File: config.mk
export PLATFORM = sky130hd
export DESIGN_NAME = skip_decode
export DESIGN_NICKNAME = d
export VERILOG_FILES = /design/src/rtl/skip_decode.sv
export SDC_FILE = /design/constraint.sdc
export NUM_CORES = 1
export LEC_CHECK = 0
export BUFFER_PORTS_ARGS = -buffer_cell sky130_fd_sc_hd__buf_2
export CORE_MARGIN = 5
export CORE_UTILIZATION = 57
export CTS_CLUSTER_DIAMETER = 100
export CTS_CLUSTER_SIZE = 12
export DETAILED_ROUTE_END_ITERATION = 10
export PLACE_DENSITY_LB_ADDON = 0.12
export SLEW_MARGIN = 20
export SYNTH_ARGS = -nofsm -noshare
export SYNTH_HDL_FRONTEND = slang
export SYNTH_SLANG_ARGS = --single-unit
File: constraint.sdc
create_clock -name iCLK -period 6.1 [get_ports iCLK]
set_input_delay 0.915 -clock iCLK [delete_from_list [all_inputs] [get_ports iCLK]]
set_output_delay 0.915 -clock iCLK [all_outputs]
set_load 0.005 [all_outputs]
File: src/rtl/skip_decode.sv
// Skip-pattern decoder: learns a periodic pulse-skip pattern of LEN positions, verifies it, then tracks it.
// Optional statistics outputs (oSKIPS, oERRCNT) are built only when SKIP_DECODE_STATS_EN is defined.
module skip_decode #(
    parameter int LEN    = 16,
    parameter int ERRMAX = 3
) (
    input  logic                     iCLK,
    input  logic                     iRST,
    input  logic                     iE,
    input  logic                     iP,
    output logic [LEN-1:0]           oMASK,
    output logic [$clog2(LEN)-1:0]   oPOS,
    output logic                     oLOCK,
    output logic                     oERR,
    output logic [$clog2(LEN):0]     oSKIPS,
    output logic [15:0]              oERRCNT
);

    localparam int PW = $clog2(LEN);
    localparam int MW = $clog2(ERRMAX + 1);
    localparam logic [PW-1:0] POS_LAST   = PW'(LEN - 1);
    localparam logic [PW-1:0] POS_ONE    = PW'(1);
    localparam logic [MW-1:0] MISS_ONE   = MW'(1);
    localparam logic [MW-1:0] MISS_LIMIT = MW'(ERRMAX);
    localparam logic [LEN-1:0] MASK_FIRST = {{(LEN-1){1'b0}}, 1'b1};

    typedef enum logic [1:0] {
        HUNT   = 2'd0,
        LEARN  = 2'd1,
        VERIFY = 2'd2,
        LOCK   = 2'd3
    } state_t;

    state_t          state_r, state_s;
    logic [PW-1:0]   pos_r, pos_s;
    logic [LEN-1:0]  mask_r, mask_s;
    logic            lock_r;
    logic            err_r, err_s;
    logic [MW-1:0]   miss_cnt_r, miss_cnt_s;
    logic            miss_seen_r, miss_seen_s;
    logic            mismatch_s;
    logic            last_s;

    // Next-state, pattern and mismatch-tracking logic
    always_comb begin
        state_s     = state_r;
        pos_s       = pos_r;
        mask_s      = mask_r;
        err_s       = 1'b0;
        miss_cnt_s  = miss_cnt_r;
        miss_seen_s = miss_seen_r;
        mismatch_s  = ((~iP) != mask_r[pos_r]);
        last_s      = (pos_r == POS_LAST);

        if (iE) begin
            case (state_r)
                HUNT: begin
                    if (!iP) begin
                        mask_s  = MASK_FIRST;
                        pos_s   = POS_ONE;
                        state_s = LEARN;
                    end else begin
                        pos_s = '0;
                    end
                end
                LEARN: begin
                    mask_s[pos_r] = ~iP;
                    pos_s         = pos_r + POS_ONE;
                    if (last_s) begin
                        state_s = VERIFY;
                    end else begin
                        state_s = LEARN;
                    end
                end
                VERIFY: begin
                    if (mismatch_s) begin
                        mask_s  = '0;
                        pos_s   = '0;
                        state_s = HUNT;
                    end else if (last_s) begin
                        pos_s       = '0;
                        miss_cnt_s  = '0;
                        miss_seen_s = 1'b0;
                        state_s     = LOCK;
                    end else begin
                        pos_s = pos_r + POS_ONE;
                    end
                end
                LOCK: begin
                    pos_s = pos_r + POS_ONE;
                    if (mismatch_s) begin
                        err_s = 1'b1;
                        if ((miss_cnt_r + MISS_ONE) == MISS_LIMIT) begin
                            // Too many errors without a clean period: drop lock and relearn
                            state_s     = HUNT;
                            mask_s      = '0;
                            pos_s       = '0;
                            miss_cnt_s  = '0;
                            miss_seen_s = 1'b0;
                        end else begin
                            miss_cnt_s  = miss_cnt_r + MISS_ONE;
                            miss_seen_s = !last_s;
                        end
                    end else if (last_s) begin
                        if (!miss_seen_r) begin
                            miss_cnt_s = '0;
                        end else begin
                            miss_cnt_s = miss_cnt_r;
                        end
                        miss_seen_s = 1'b0;
                    end else begin
                        miss_cnt_s = miss_cnt_r;
                    end
                end
                default: begin
                    state_s     = HUNT;
                    mask_s      = '0;
                    pos_s       = '0;
                    miss_cnt_s  = '0;
                    miss_seen_s = 1'b0;
                end
            endcase
        end else begin
            state_s = state_r;
        end
    end

    // Core state registers; lock and error flags are registered from the next state
    always_ff @(posedge iCLK) begin
        if (iRST) begin
            state_r     <= HUNT;
            pos_r       <= '0;
            mask_r      <= '0;
            lock_r      <= 1'b0;
            err_r       <= 1'b0;
            miss_cnt_r  <= '0;
            miss_seen_r <= 1'b0;
        end else begin
            state_r     <= state_s;
            pos_r       <= pos_s;
            mask_r      <= mask_s;
            lock_r      <= (state_s == LOCK);
            err_r       <= err_s;
            miss_cnt_r  <= miss_cnt_s;
            miss_seen_r <= miss_seen_s;
        end
    end

    assign oMASK = mask_r;
    assign oPOS  = pos_r;
    assign oLOCK = lock_r;
    assign oERR  = err_r;

`ifdef SKIP_DECODE_STATS_EN
    function automatic logic [PW:0] popcount(input logic [LEN-1:0] v);
        logic [PW:0] c;
        c = '0;
        for (int i = 0; i < LEN; i++) begin
            c = c + {{PW{1'b0}}, v[i]};
        end
        return c;
    endfunction

    logic [PW:0] skips_r;
    logic [15:0] errcnt_r;

    // Skip count is captured once at lock; error count saturates and clears only on reset
    always_ff @(posedge iCLK) begin
        if (iRST) begin
            skips_r  <= '0;
            errcnt_r <= 16'h0000;
        end else begin
            if ((state_r == VERIFY) && (state_s == LOCK)) begin
                skips_r <= popcount(mask_r);
            end else begin
                skips_r <= skips_r;
            end
            if (err_s && (errcnt_r != 16'hFFFF)) begin
                errcnt_r <= errcnt_r + 16'd1;
            end else begin
                errcnt_r <= errcnt_r;
            end
        end
    end

    assign oSKIPS  = skips_r;
    assign oERRCNT = errcnt_r;
`else
    assign oSKIPS  = '0;
    assign oERRCNT = 16'h0000;
`endif

endmodule

==> flow_summary.toml <==
[status]
run_status = "completed"

[timing]
grt_setup_unrepaired = "no"
setup_violations = 0
post-route-period-util_pct = 45.2
final.setup.tns_ns = 0
timing.fmax_mhz = 363
clock-skew-final_ns = 0.00166
worst-slew-pin-transition_ns = 0.917
finalWorstPathRequiredPeriod_ns = 2.76
timing_max_transition_violations_final = 0
finalHoldViolCount = 0
maxSlewHeadroom_pct = 38.6

[critical_path]
arrival_ns = 3.04
cp-end-kind = "flop"
critical_path.max_fanout = 14
r2r_slack_ns = 3.34
critical_path.startpoint_type = "flop"
timing.setup.critical_path_class = "flop to flop"
data_required_time_of_the_worst_path_ns = 6.38

[synth]
compound_gate_fraction_of_synth_area_pct = 19.9
synth_area_per_cell_sq_um = 7.45
netlist_instances = 248
ys_ff_latch = 27
ys_seq_area_share_pct = 29.3
simple_gate_area_share_of_the_yosys_netlist_pct = 25.3
synth_mux_area_share_pct = 8.33
synthesis.area_sq_mm = 0.00185
share_of_synthesized_cell_area_in_full_adder_half_adder_and_majority_cells_pct = 2.71
synth_top_family_by_area = "simple AND/OR/NAND/NOR gates"
synth_xor_area_share_pct = 0
synthFlopType = "dfxtp_1"
synth.yosys.warnings = 0
netlist-cell-type-count = 48
ys_async_sr_fraction_pct = 0
post_synth_edffs = 0

[pwr]
total_leakage_power_nw = 0.742
power_frac_seq_pct = 61.7
power.switching_fraction_pct = 27.2
p_int_mw = 0.214
clkPwrFrac_pct = 26.8
design_power_total_mw = 0.293
power.ir.vdd_worst_uv = 91.5
p_switching_mw = 0.0797
p_comb_share_pct = 11.5
p_per_area_mw_per_mm2 = 156

[floorplanning]
floorplan.core_area_sq_mm = 0.00308
num_io_pins = 47
fp.dieArea_sq_mm = 0.00448
initial_utilization_pct = 60.0
core.rowCount = 20
die_height_microns = 66.9
die_width_microns = 66.9

[cts]
tritoncts = "built"
clock-root-buffer = "clkbuf_4"
clk_pin_slew_worst_paths_ns = 0.14
h-tree-depth = 1
cts_post_setup_buffers_inserted = 0
worst_skew_pair.late_latency_ns = 0.33
post_cts_resize_count = 0
numClockSinks = 27
numCtsBuffers = 3
hold_buffers = 0
cts.path.max_buffers = 2

[grt]
grt_pass1_wl_mm = 7.16
grt_remaining_overflow = 0
number_of_antenna_violations_at_the_first_check_in_global_routing = 0
grt_pass1_vias = 1603
groute.usage.overall_pct = 20.4
pin_count_of_the_biggest_net_entering_global_routing = 28

[final_layout]
antennaDiodeCount = 0
drive_above_1_share_pct = 14.9
final_net_count = 270
post_layout_instance_count_excluding_filler_cells = 305
utilization_pct = 61.2
areaGrowthSynthToFinish_pct = 1.96
layout.cell_area.non_filler_sq_mm = 0.00188

[worst_hold_path]
hold_path_class = "flop to flop"

[routing]
drt-initial-drc-count = 91
drt_first_pass_iters = 4
final_antenna_net_count = 0
detail_route.vias_per_cell = 5.47
routed_wire_per_std_cell_microns = 13.6
post-route-drc-count = 0
via_count = 1668
drt_wl_total_mm = 4.16

[placement]
dpl_cell_area_sq_mm = 0.00186
detailedPlacementHpwl_mm = 2.99
numPortBuffers = 25
gp_congestion = 0.858
dp.cells = 301

[run]
cap_violations = 0
cell usage in the layout, fill, tap and decap left out, types with 2 or more instances in the layout:
cell type	Yosys	final
nand2_1	57	57
dfxtp_1	27	27
o21ai_0	26	26
buf_2	0	25
a21oi_1	23	23
conb_1	1	21
nor2_1	8	8
mux2i_1	8	8
nor2b_1	7	7
nand3_1	6	6
inv_1	5	5
and3_1	4	4
ha_1	4	4
nor3_1	3	3
clkbuf_4	0	3
mux4_2	2	2
o41ai_1	2	2
nand2b_1	2	2
or2_2	2	2
through the flow:
step,hold WS (ns),setup WS (ns)
floorplan,0.469,3.52
global placement,0.485,3.46
detailed placement,0.482,3.38
CTS,0.504,3.34
global route,0.535,3.06
finish,0.505,3.34
cells in the mapped netlist, types with 2 or more instances:
cell | instances | share of area (%)
nand2_1 | 57 | 12
dfxtp_1 | 27 | 29
o21ai_0 | 26 | 7.0
a21oi_1 | 23 | 6.2
buf_4 | 22 | 8.9
clkbuf_1 | 8 | 1.6
mux2i_1 | 8 | 4.3
nor2_1 | 8 | 1.6
nor2b_1 | 7 | 2.4
nand3_1 | 6 | 1.6
inv_1 | 5 | 1.0
and3_1 | 4 | 1.4
ha_1 | 4 | 2.7
nor3_1 | 3 | 0.81
buf_1 | 2 | 0.41
buf_6 | 2 | 1.2
mux4_2 | 2 | 2.4
nand2b_1 | 2 | 0.68
o41ai_1 | 2 | 0.95
or2_2 | 2 | 0.68
power groups by stage:
stage / registers (mW) / clock network, mW / logic [mW]
2_1_floorplan: 0.183 / 0 / 0.0371
3_3_place_gp: 0.185 / 0 / 0.0332
3_5_place_dp: 0.185 / 0 / 0.0331
4_1_cts: 0.181 / 0.0825 / 0.0332
5_1_grt: 0.182 / 0.0898 / 0.0383
6_report: 0.181 / 0.0786 / 0.0337
sequential cells by signal (all words and copies together), names as in the netlist, named ones only:
name         flops
miss_seen_r      1
miss_cnt_r       2
oPOS             4
oLOCK            1
oMASK           15
oERR             1
state_r          2
logic make-up (layout without fill, tap and decap cells):
group	count (synthesis)	in the layout
simple gates	100	100
compound gates	63	63
buf+inv	41	34
flops	27	27
mux	12	12
fa+ha+maj	4	4
other cells	1	21
worst paths after layout:
path | startpoint | endpoint | cells past startpoint
worst min-delay path | oMASK[11] | oMASK[11] | 2
worst max register to register | oPOS[1] | oPOS[1] | 6
worst min register to register | oMASK[11] | oMASK[11] | 2
worst max-delay path | oPOS[1] | oPOS[1] | 6
cell type report:
class | instances | area, sq um
multi-input cells | 200 | 1120
clock buffers | 4 | 26.3
well taps | 44 | 55.1
fillers | 312 | 1190
flip-flops and latches | 27 | 541
repair buffers | 25 | 125
inverters | 5 | 18.8
layer usage:
metal	up-vias	wire (microns)	global-route usage [%]
met5	-	0	0
met4	0	46	8.10
met3	5	321	2.02
met2	70	1840	33.3
met1	755	1950	27.3
li1	838	-	-
critical path, cell delays in order (launching register included):
cell       delay (ns)
dfxtp_1          0.74
mux2i_1          0.15
mux4_2           0.51
mux2i_2          0.35
o21ai_2          0.15
a2111oi_0        0.61
a32o_1           0.20
No activity file was read; power rests on OpenSTA's default activity.
